**src/rtl/q100_config.svh**
```systemverilog
// q100 shared configuration: field widths and opcodes used across the pipeline.
// Latency: n/a (definitions only).
// Backpressure: n/a.
`ifndef Q100_CONFIG_SVH
`define Q100_CONFIG_SVH

`define LEN_OPCODE  7
`define LEN_FUNCT3  3
`define LEN_RD      5
`define LEN_REG     32
`define LEN_REG_VAL 32

`define OPCODE_LB_LH_LW_LBU_LHU 7'b0000011
`define OPCODE_JAL              7'b1101111
`define OPCODE_JALR             7'b1100111

`endif

```
**src/rtl/q100_wb_pkg.sv**
```systemverilog
// Shared types for the q100 write-back stage: FSM states and load funct3 codes.
// Latency: n/a (type definitions only).
// Backpressure: n/a.
package q100_wb_pkg;

    typedef enum logic {
        WB_RUN       = 1'b0,
        WB_LOAD_WAIT = 1'b1
    } wb_state_t;

    localparam logic [2:0] F3_LB  = 3'b000;
    localparam logic [2:0] F3_LH  = 3'b001;
    localparam logic [2:0] F3_LW  = 3'b010;
    localparam logic [2:0] F3_LBU = 3'b100;
    localparam logic [2:0] F3_LHU = 3'b101;

endpackage

```
**src/rtl/q100_load_align.sv**
```systemverilog
// Load data aligner: picks byte/half/word from an aligned memory word and extends it.
// Latency: purely combinational, zero cycles.
// Backpressure: none; output follows inputs.
// Ports: word (raw aligned word), funct3 (load width/sign), off (byte offset), result.
module q100_load_align
    import q100_wb_pkg::*;
#(
    parameter int XLEN = 32
) (
    input  logic [XLEN-1:0] word,
    input  logic [2:0]      funct3,
    input  logic [1:0]      off,
    output logic [XLEN-1:0] result
);

    logic [7:0]  byte_sel;
    logic [15:0] half_sel;

    always_comb begin
        byte_sel = 8'h00;
        case (off)
            2'd0: byte_sel = word[7:0];
            2'd1: byte_sel = word[15:8];
            2'd2: byte_sel = word[23:16];
            2'd3: byte_sel = word[31:24];
            default: byte_sel = 8'h00;
        endcase
        // Half-word loads only look at off[1]; a misaligned half is not split.
        half_sel = off[1] ? word[31:16] : word[15:0];
    end

    always_comb begin
        result = word;
        case (funct3)
            F3_LB:  result = {{(XLEN-8){byte_sel[7]}}, byte_sel};
            F3_LBU: result = {{(XLEN-8){1'b0}}, byte_sel};
            F3_LH:  result = {{(XLEN-16){half_sel[15]}}, half_sel};
            F3_LHU: result = {{(XLEN-16){1'b0}}, half_sel};
            // LW and the undefined codes take the whole word.
            default: result = word;
        endcase
    end

endmodule

```
**src/rtl/q100_writeback.sv**
```systemverilog
// q100 write-back stage: selects the result, owns the 32-entry register file, bypasses to decode.
// Latency: commit is combinational on the bypass port; xn_o shows the value one cycle later.
// Backpressure: stall_o holds the upstream pipeline while a load waits on mem_valid_i.
// Ports: clk/rst (sync, active-high); MEM-stage inputs (valid_i, WB_i, M_i, opcode_i, funct3_i,
// rd_i, pc_i, alu_result_i); data memory return (mem_rdata_i, mem_valid_i); stall_o; xn_o;
// bypass (rd_WB_o, xn_result_WB_o, reg_wr_WB_o); instret_o only with Q100_WB_INSTRET_EN defined.
`include "q100_config.svh"

module q100_writeback
    import q100_wb_pkg::*;
#(
    parameter int REG_NUM = 32,
    parameter int XLEN    = 32
) (
    input  logic                           clk,
    input  logic                           rst,
    input  logic                           valid_i,
    input  logic                           WB_i,
    input  logic                           M_i,
    input  logic [`LEN_OPCODE-1:0]         opcode_i,
    input  logic [`LEN_FUNCT3-1:0]         funct3_i,
    input  logic [`LEN_RD-1:0]             rd_i,
    input  logic [XLEN-1:0]                pc_i,
    input  logic [XLEN-1:0]                alu_result_i,
    input  logic [XLEN-1:0]                mem_rdata_i,
    input  logic                           mem_valid_i,
    output logic                           stall_o,
    output logic [REG_NUM-1:0][XLEN-1:0]   xn_o,
    output logic [`LEN_RD-1:0]             rd_WB_o,
    output logic [XLEN-1:0]                xn_result_WB_o,
    output logic                           reg_wr_WB_o
`ifdef Q100_WB_INSTRET_EN
    ,
    output logic [63:0]                    instret_o
`endif
);

    wb_state_t               state_q;
    wb_state_t               state_d;
    logic [`LEN_RD-1:0]      hold_rd_q;
    logic [`LEN_FUNCT3-1:0]  hold_f3_q;
    logic [1:0]              hold_off_q;
    logic                    capture;

    logic                    is_load;
    logic                    commit;
    logic [`LEN_RD-1:0]      commit_rd;
    logic [XLEN-1:0]         commit_val;
    logic                    wr_en;

    logic [`LEN_FUNCT3-1:0]  align_f3;
    logic [1:0]              align_off;
    logic [XLEN-1:0]         load_val;

    logic [XLEN-1:0]         regs [REG_NUM];

    assign is_load = valid_i && WB_i && M_i && (opcode_i == `OPCODE_LB_LH_LW_LBU_LHU);

    // While waiting, the live MEM inputs may already belong to the next instruction,
    // so the aligner must use the captured funct3/offset instead.
    assign align_f3  = (state_q == WB_LOAD_WAIT) ? hold_f3_q  : funct3_i;
    assign align_off = (state_q == WB_LOAD_WAIT) ? hold_off_q : alu_result_i[1:0];

    q100_load_align #(
        .XLEN   (XLEN)
    ) u_load_align (
        .word   (mem_rdata_i),
        .funct3 (align_f3),
        .off    (align_off),
        .result (load_val)
    );

    always_comb begin
        state_d    = state_q;
        stall_o    = 1'b0;
        commit     = 1'b0;
        commit_rd  = '0;
        commit_val = '0;
        capture    = 1'b0;
        case (state_q)
            WB_RUN: begin
                if (is_load) begin
                    if (mem_valid_i) begin
                        commit     = 1'b1;
                        commit_rd  = rd_i;
                        commit_val = load_val;
                    end else begin
                        capture = 1'b1;
                        stall_o = 1'b1;
                        state_d = WB_LOAD_WAIT;
                    end
                end else if (valid_i && WB_i) begin
                    commit    = 1'b1;
                    commit_rd = rd_i;
                    if (opcode_i == `OPCODE_JAL || opcode_i == `OPCODE_JALR) begin
                        // Link address wraps naturally at XLEN bits.
                        commit_val = pc_i + XLEN'(4);
                    end else begin
                        commit_val = alu_result_i;
                    end
                end
            end
            WB_LOAD_WAIT: begin
                if (mem_valid_i) begin
                    commit     = 1'b1;
                    commit_rd  = hold_rd_q;
                    commit_val = load_val;
                    state_d    = WB_RUN;
                end else begin
                    stall_o = 1'b1;
                end
            end
            default: state_d = WB_RUN;
        endcase
        // Reset forces all handshake outputs quiet regardless of inputs.
        if (rst) begin
            stall_o = 1'b0;
            commit  = 1'b0;
        end
    end

    // x0 is never written; a commit to rd=0 still retires but produces no write.
    assign wr_en          = commit && (commit_rd != '0);
    assign reg_wr_WB_o    = wr_en;
    assign rd_WB_o        = wr_en ? commit_rd  : '0;
    assign xn_result_WB_o = wr_en ? commit_val : '0;

    always_ff @(posedge clk) begin
        if (rst) begin
            state_q    <= WB_RUN;
            hold_rd_q  <= '0;
            hold_f3_q  <= '0;
            hold_off_q <= '0;
        end else begin
            state_q <= state_d;
            if (capture) begin
                hold_rd_q  <= rd_i;
                hold_f3_q  <= funct3_i;
                hold_off_q <= alu_result_i[1:0];
            end
        end
    end

    always_ff @(posedge clk) begin
        if (rst) begin
            for (int i = 0; i < REG_NUM; i++) begin
                regs[i] <= '0;
            end
        end else if (wr_en) begin
            regs[commit_rd] <= commit_val;
        end
    end

    always_comb begin
        for (int i = 0; i < REG_NUM; i++) begin
            xn_o[i] = (i == 0) ? '0 : regs[i];
        end
    end

`ifdef Q100_WB_INSTRET_EN
    logic        retire;
    logic [63:0] instret_q;

    // Retire: any real non-load instruction in RUN, or a load on its data return.
    assign retire = ((state_q == WB_RUN) && valid_i && !(is_load && !mem_valid_i)) ||
                    ((state_q == WB_LOAD_WAIT) && mem_valid_i);

    always_ff @(posedge clk) begin
        if (rst) begin
            instret_q <= '0;
        end else if (retire) begin
            instret_q <= instret_q + 64'd1;
        end
    end

    assign instret_o = instret_q;
`endif

endmodule

```
**config.mk**
```make
export PLATFORM = sky130hd
export DESIGN_NAME = q100_writeback
export DESIGN_NICKNAME = d
export VERILOG_FILES = /design/src/rtl/q100_wb_pkg.sv /design/src/rtl/q100_load_align.sv /design/src/rtl/q100_writeback.sv
export VERILOG_INCLUDE_DIRS = /design/src /design/src/rtl
export SDC_FILE = /design/constraint.sdc
export NUM_CORES = 1
export LEC_CHECK = 0
export CAP_MARGIN = 0
export CORE_AREA = 3 3 457 459
export DETAILED_ROUTE_END_ITERATION = 16
export DIE_AREA = 0 0 460 462
export PLACE_DENSITY_LB_ADDON = 0.05
export SETUP_SLACK_MARGIN = 0.1
export SYNTH_ARGS = -nofsm -noshare
export SYNTH_HDL_FRONTEND = slang
export SYNTH_SLANG_ARGS = --single-unit
```
**constraint.sdc**
```tcl
create_clock -name clk -period 4.35 [get_ports clk]
set_input_delay 0.6525 -clock clk [delete_from_list [all_inputs] [get_ports clk]]
set_output_delay 0.6525 -clock clk [all_outputs]
set_load 0.02 [all_outputs]
```
* Word level (Yosys, flattened, before mapping) *
Memory sizes are Yosys's and may differ from the RTL's.
Index checks and enable logic that the tools add are counted.

cells by class
  add/subtract/negate cells = 1
  eq/ne operators = 9
  multiplexer cells = 35
  bitwise operators = 1
  reduce and logical (&&, ||, !) cells = 9

operators with widths
  cell                                                 number
  2-to-1 mux 32 bit                                    6
  case mux 32 bit (4 select lines)                     1
  case mux 32 bit (2 select lines)                     1
  adder 32 x 3 -> 32 bit, second input constant        1
  case mux 8 bit (4 select lines)                      1
  OR reduction 32 bit                                  1
  2-to-1 mux 5 bit                                     6
  2-to-1 mux 16 bit                                    1
  equality test 7 bit, second input constant           2
  2-to-1 mux 1 bit                                     14
  case mux 5 bit (2 select lines)                      1
  equality test 7 x 2 -> 1 bit, second input constant  1
  equality test 3 bit, second input constant           2
  nonzero test 5 bit                                   1
  equality test 2 bit, second input constant           2
  logical AND 1 bit                                    4
  case mux 1 bit (2 select lines)                      2
  equality test 3 x 1 -> 1 bit, second input constant  1
  logical NOT 3 bit                                    1
  2-to-1 mux 3 bit                                     1
  equality test 2 x 1 -> 1 bit, second input constant  1
  logical NOT 2 bit                                    1
  2-to-1 mux 2 bit                                     1
  logical OR 1 bit                                     1
  inverter 1 bit                                       1

storage, ports and cells
  flip-flop bits (word level) = 11
  RAM bits = 1024
  word-level logic and storage cells = 60
  memories = 1

memories
  name  depth  bits a word  read ports  clocked after memory_dff  write ports  RTL line              text
  regs  32     32           31          0                         32           q100_writeback.sv:55  logic [XLEN-1:0] regs [REG_NUM];

* Logic depth before layout (Yosys ltp) *
Gate-level depths: netlist of the first run.

  word-level depth = 12
  depth in mapped cells = 11

* Hierarchy *
Synthesis of the first run repeated with hierarchy kept, for this count alone.

second synthesis, totals
  cell total of the unflattened synthesis = 2763
  area, all modules = 38154.1 µm²

modules (own cells, without submodules)
  module           instances  cells each  area an instance (µm²)
  q100_writeback   1          2652        37486.0
  q100_load_align  1          111         668.1

* Worst setup path before layout of the first run *
No wires, ideal clock.

  kind = input to register
  from = input port opcode_i[3]
  to = memory regs[13][0] (enable)
  library setup time = 0.394 ns
  arrival time = 2.894 ns
  data required time = 3.956 ns
  path slack = 1.062 ns
  cell stages on the path = 8
  path through = nor3_2 -> nand4_2 -> buf_2 -> a32o_1 -> nor2_1 -> buf_2 -> nand2_1 -> nand2b_1

RTL lines
  element          RTL line              text
  start, declared  q100_writeback.sv:20  input logic [`LEN_OPCODE-1:0] opcode_i,
  end, declared    q100_writeback.sv:55

* Worst setup path in the final report of the first run *
  from = input port opcode_i[5]
  to = output port xn_result_WB_o[14]

on the way
  word-level cells in the longest chain between the ends = 7

RTL lines
  element                                                                               RTL line                                     text
  equality test 7 x 2 -> 1 bit (no line) / equality test 7 bit (equally long branches)  --
  logical AND 1 bit / logical OR 1 bit (equally long branches)                          --
  2-to-1 mux 5 bit (tied with other cells)                                              q100_writeback.sv:82                         if (is_load) begin
  case mux 5 bit (2 select lines) (tied with other cells)                               q100_writeback.sv:80                         case (state_q)
  nonzero test 5 bit (tied with other cells)                                            q100_writeback.sv:123                        assign wr_en = commit && (commit_rd != '0);
  logical AND 1 bit / case mux 32 bit (2 select lines) (equally long branches)          q100_writeback.sv:123, q100_writeback.sv:80
  2-to-1 mux 32 bit (*)                                                                 q100_writeback.sv:126                        assign xn_result_WB_o = wr_en ? commit_val : '0;
  end, declared                                                                         q100_writeback.sv:30                         output logic [XLEN-1:0] xn_result_WB_o,

Mark *: on every way between the ends. The rest lies on a longest branch, timed or not.

==> results of run 1 <==
==> final timing paths <==
path / from / to / slack, ns / cells after the start
setup / recovery: opcode_i[5] / xn_result_WB_o[14] / 0.06 / 8
hold / removal: rst / hold_f3_q[2] / 0.42 / 2
setup reg to reg: state_q / regs[8][27] / 1.18 / 10
hold reg to reg: hold_f3_q[2] / hold_f3_q[2] / 0.47 / 2
==> metal layers <==
layer  routed length, microns  up-vias  global-route usage, %
li1                         -    12070                      -
met5                       34        -                      0
met2                   110600     1235                  34.90
met3                    21680      209                  7.934
met1                    91160    14600                  25.10
met4                     5830        6                  5.681
==> power groups by stage <==
stage | clock [mW] | sequential (mW) | combinational, mW
CTS | 11.0 | 10.9 | 2.15
detailed placement | 0 | 11.1 | 2.14
finish | 10.7 | 10.9 | 2.10
global placement | 0 | 11.1 | 2.15
floorplan | 0 | 11.4 | 0.414
global route | 11.4 | 10.9 | 2.19
==> repair_timing <==
item                       in CTS  in global routing
buffers inserted                6                  0
hold buffers                    0                  0
gates cloned                    0                  0
pin swaps                       2                  0
setup endpoints to repair      25                 12
resized for setup              22                 13
==> cell type report <==
type | instances | share of cell area [%]
Sequential cell | 1003 | 51.20
Timing Repair Buffer | 1339 | 23.36
Multi-Input combinational cell | 1510 | 12.54
Clock buffer | 160 | 5.959
Tap cell | 2688 | 5.737
Clock inverter | 74 | 1.108
Inverter | 10 | 0.06403
Antenna cell | 9 | 0.03842
==> kinds of logic (layout without fill, tap and decap cells) <==
kind of cell | Yosys count | after routing | share of synthesized area [%]
and+or+nand+nor | 1291 | 1291 | 13.94
adders and majority gates | 1 | 1 | 0.03289
xor gates and xnor gates | 11 | 11 | 0.2533
other | 1 | 41 | 0.009859
buffers and inverters | 260 | 1583 | 3.372
DFF | 1003 | 1003 | 78.89
muxes | 22 | 22 | 0.6447
AOI/OAI and AO/OA | 153 | 153 | 2.852
==> cells in the mapped netlist (8+ instances only) <==
master / number
nor2_1: 1051
edfxtp_1: 992
clkbuf_1: 100
buf_2: 98
nand2_1: 64
nand2b_1: 62
buf_4: 49
a21oi_1: 48
nor3_1: 25
o21ai_0: 23
nand3_1: 20
nor4_1: 14
o22a_1: 13
dfxtp_1: 11
mux2i_1: 11
inv_1: 10
mux2_2: 10
nand4_1: 9
o22ai_1: 9
o32a_1: 8
xnor2_1: 8
==> through the flow <==
stage | total power, mW | hold slack, ns
2_1_floorplan | 11.86 | 0.4315
3_3_place_gp | 13.26 | 0.4422
3_5_place_dp | 13.25 | 0.4457
4_1_cts | 24.10 | 0.3336
5_1_grt | 24.49 | 0.3782
6_report | 23.69 | 0.4160
==> registers in the layout, summed over array words and instances (netlist names) <==
register    count
hold_f3_q       3
hold_off_q      2
hold_rd_q       5
regs          992
state_q         1
==> worst max-delay path, delay by kind of cell <==
family                 cells  cell delay (ns)
AOI/OAI and AO/OA          2             0.68
buffers and inverters      2             1.15
and+or+nand+nor            4             1.13
==> summary.txt, run 1 <==
Die W = 460 microns
Storage element area = 30010 sq um
GRT Total Usage = 20.90%
Number of synthesized flops with an enable pin = 992
Commonest cells after routing, fill and taps aside = clkdlybuf4s50_1, nor2_1, edfxtp_1
CTS buffer count = 133
Psw = 6.045 mW
Internal power = 17.64 mW
Async SR Flop Fraction = 0%
# nets final = 4115
Pin count of the biggest net entering global routing = 33
Cells after DPL = 6544
Largest fanout on the critical path = 7
Avg Vias per Cell = 4.139
DRC Markers = 0
Worst min-delay path class = input port to flip-flop
WP data arrival = 3.63 ns
RSZ-0062 raised after global routing = true
Area of the core = 204800 sq um
Max incr delay on CP = 0.59 ns
Die height = 462 microns
Crit-path slowest cell = clkdlybuf4s50_1
VDD IR max = 0.3502 mV
Top cells by area, synth = edfxtp_1, nor2_1, buf_2
Multi-input combinational cell area = 7348 sq um
Wirelength per Cell = 33.76 microns
# port buffers = 1147
Minimum clock period = 4.286 ns
Clock Tree Root = clkbuf_16
Clock network fraction of design power = 45.1%
FF+latch count, synth = 1003
Initial antenna violation count = 32
Comb power frac = 8.9%
Fill count = 20940
Clk_lat worst skew = 0.80 ns
Initial core utilization = 18.57%
Final setup violating endpoints = 0
CP required = 3.70 ns
Area growth syn-to-layout = 54.11%
Final wirelength = 229300 microns
Post-synth top area share = 78.31%
Setup ws final = 0.06438 ns
Clock-pin transition on the worst setup and hold timing paths = 0.06 ns
Maxcap violations = 0
Mapped Avg Cell Area = 13.87 sq um
Worst-Margin Slew = 0.8611 ns
Vias in the first global route = 28010
# IOs = 1180
Setup_tns = 0 ns
Grt total ovfl = 0
Ys flop type = edfxtp_1
Synthesized instance count = 2742
Fin. max-slew vios = 0
Rows = 166
Synth area leader = edfxtp_1
Power Dens Cells = 404.1 nW/um^2
Run status = finished clean
Post-route ant nets = 0
Placed inst area = 54290 sq um
Post-Syn Area = 38040 sq um
Fin area = 58620 sq um
Die ar. = 212500 sq um
Gp weighted congestion = 0.8439
Share of cells above drive strength 1 = 12.60%
DR iter-0 viols = 2099
DP HPWL = 161800 microns
Period utilisation layout = 98.52%
Most common cell after layout, fill and taps aside = clkdlybuf4s50_1
Via Count = 28110
H-tree level count = 4
Yosys cell types = 67
Nature of the critical path startpoint = input port
Yosys warning count = 0
Final hold violations = 0
Clk sinks = 1003
Maximum clock frequency = 233.3 MHz
Sw frac = 25.52%
Place WS = -0.5192 ns
First-pass GRT wire length = 293400 microns
CTS tree = yes
Final Non-Filler Cells = 6793
First-pass iteration count of the detailed router = 5
Final Skew = 0.05648 ns
Sequential-to-total area share from yosys stat = 78.89%
Most frequent CP cell = clkdlybuf4s50_1
Worst Setup Path Type = input port to primary output
Static leakage = 20.01 nW
Sequential Power Share = 46.0%
Final core utilization = 28.62%
Rel. slew slack = 42.60%
Max Buffers Root-to-Sink = 3
CP cell instances = clkdlybuf4s50_1 -> nand3_1 -> or2_2 -> a311oi_1 -> nor3_1 -> a21oi_4 -> nor2_2 -> clkdlybuf4s50_1
Crit. End Element = primary output
No activity file was read; power rests on OpenSTA's default activity.
==> inputs of run 2 (changes only) <==
- CORE_AREA: 3 3 457 459 -> 3 3 456 458
- DIE_AREA: 0 0 460 462 -> 0 0 459 461
==> summary.txt, run 2 (synthesized netlist as in run 1, its figures left out) <==
# IOs = 1180 (unchanged)
Run status = finished clean
Die height = 461 microns (-0.22%)
CTS tree = yes
Worst-Margin Slew = 1.063 ns (+0.2016 ns)
Clock network fraction of design power = 45.0% (about the same)
Power Dens Cells = 403.6 nW/um^2 (-0.11%)
Die W = 459 microns (-0.22%)
Fin. max-slew vios = 0 (unchanged)
Gp weighted congestion = 0.8343 (-1.1%)
Post-route ant nets = 0 (unchanged)
Clock Tree Root = clkbuf_16
Worst Setup Path Type = input port to primary output
Comb power frac = 8.8% (about the same)
VDD IR max = 0.3507 mV (+0.13%)
Area growth syn-to-layout = 53.88%
Final core utilization = 28.64% (about the same)
Largest regs = regs (992), hold_rd_q (5), hold_f3_q (3)
Final Skew = 0.03060 ns (-0.02588 ns)
DRC Markers = 0 (unchanged)
Rows = 166 (unchanged)
Max Buffers Root-to-Sink = 3 (unchanged)
# port buffers = 1147 (unchanged)
Final wirelength = 231700 microns (+1.0%)
Rel. slew slack = 28.41% (-14 points)
Vias in the first global route = 28030 (+0.068%)
Period utilisation layout = 98.84% (+0.32 points)
Maximum clock frequency = 232.6 MHz (-0.32%)
Cells after DPL = 6545 (+0.015%)
First-pass GRT wire length = 296300 microns (+1.0%)
Fill count = 21030 (+0.42%)
Sequential Power Share = 46.2% (+0.2 points)
CTS buffer count = 132 (-0.75%)
Avg Vias per Cell = 4.121 (-0.43%)
DR iter-0 viols = 2352 (+12%)
Clk_lat worst skew = 0.80 ns (about the same)
CP required = 3.70 ns (about the same)
Final setup violating endpoints = 0 (unchanged)
Minimum clock period = 4.299 ns (+0.01380 ns)
Placed inst area = 54330 sq um (about the same)
Hold Slack = 0.2493 ns (-0.1668 ns)
Share of cells above drive strength 1 = 12.23% (-0.36 points)
# nets final = 4115 (unchanged)
Nature of the critical path startpoint = input port
Initial antenna violation count = 33 (+3.1%)
Static leakage = 19.99 nW (-0.12%)
Maxcap violations = 0 (unchanged)
GRT Total Usage = 21.27% (+0.38 points)
RSZ-0062 raised after global routing = true
Clock-pin transition on the worst setup and hold timing paths = 0.06 ns (about the same)
Fin area = 58530 sq um (-0.15%)
Worst min-delay path class = input port to flip-flop
Clk sinks = 1003 (unchanged)
Max FFs per register = 992 (unchanged)
First-pass iteration count of the detailed router = 5 (unchanged)
Sw frac = 25.26% (-0.26 points)
Final Non-Filler Cells = 6796 (+0.044%)
Via Count = 28000 (-0.39%)
Pin count of the biggest net entering global routing = 33 (unchanged)
Setup_tns = 0 ns (unchanged)
Wirelength per Cell = 34.10 microns (+1.0%)
Largest fanout on the critical path = 4 (-3)
Commonest cells after routing, fill and taps aside = clkdlybuf4s50_1, nor2_1, edfxtp_1
Internal power = 17.66 mW (about the same)
Crit. End Element = primary output
Final hold violations = 0 (unchanged)
Psw = 5.967 mW (-1.3%)
Grt total ovfl = 0 (unchanged)
Initial core utilization = 18.61% (+0.038 points)
Die ar. = 211600 sq um (-0.43%)
DP HPWL = 163300 microns (+0.95%)
Top reg by flops = regs
Area of the core = 204400 sq um (-0.20%)
Most common cell after layout, fill and taps aside = clkdlybuf4s50_1
WP data arrival = 3.65 ns (+0.02 ns)
H-tree level count = 4 (unchanged)
[run 2: critical path, cell delays in order]
cell and delay, ns:
clkdlybuf4s50_1 0.56, ha_1 0.19, and3_1 0.24, nand3_1 0.32, or4_1 0.59, a21oi_1 0.20, o22a_4 0.25, nor2_2 0.09
clkdlybuf4s50_1 0.54
[run 2: what timing repair did]
| action | in CTS | in global routing |
|---|---|---|
| setup buffers | 1 | 5 |
| endpoints found under the setup margin | 16 | 8 |
| pin swaps | 0 | 1 |
| hold buffers | 0 | 0 |
| gates resized for setup | 12 | 7 |
[run 2: worst paths after layout]
kind	from	end	slack [ns]	cells past startpoint
worst max-delay path	pc_i[2]	xn_result_WB_o[30]	0.05	9
worst min-delay path	rst	hold_rd_q[3]	0.25	2
worst max register to register	state_q	regs[27][13]	0.89	8
worst min register to register	hold_f3_q[2]	hold_f3_q[2]	0.47	2
[run 2: layout make-up]
type / instances / area (sq um) / area share, %
sequential: 1003 / 30010 / 51.27
timing repair buffer: 1340 / 13720 / 23.43
multi-input combinational: 1510 / 7306 / 12.48
clock buffer: 177 / 3578 / 6.113
tap: 2688 / 3363 / 5.746
clock inverter: 55 / 490.5 / 0.8379
inverter: 10 / 37.54 / 0.06413
antenna: 13 / 32.53 / 0.05558
[run 2: stage by stage]
step / worst slack [ns] / total power, mW
2_1_floorplan: 1.062 / 11.86
5_1_grt: 0.06388 / 24.43
3_3_place_gp: -0.2139 / 13.25
3_5_place_dp: -0.1798 / 13.24
4_1_cts: 0.1100 / 24.06
6_report: 0.05058 / 23.63
[run 2: power groups by stage]
stage	combinational, mW	clock (mW)	sequential (mW)
after CTS	2.13	11.0	10.9
after global placement	2.14	0	11.1
after detailed placement	2.12	0	11.1
after floorplan	0.414	0	11.4
final	2.08	10.6	10.9
after global routing	2.16	11.3	10.9
[run 2: routing by layer]
metal | vias to the layer above | GRT usage [%] | part of all wire [%]
met3 | 247 | 8.478 | 9.5
met4 | 4 | 6.769 | 3.1
li1 | 12060 | - | -
met2 | 1259 | 34.72 | 47
met5 | - | 0 | 0.0091
met1 | 14440 | 25.59 | 40
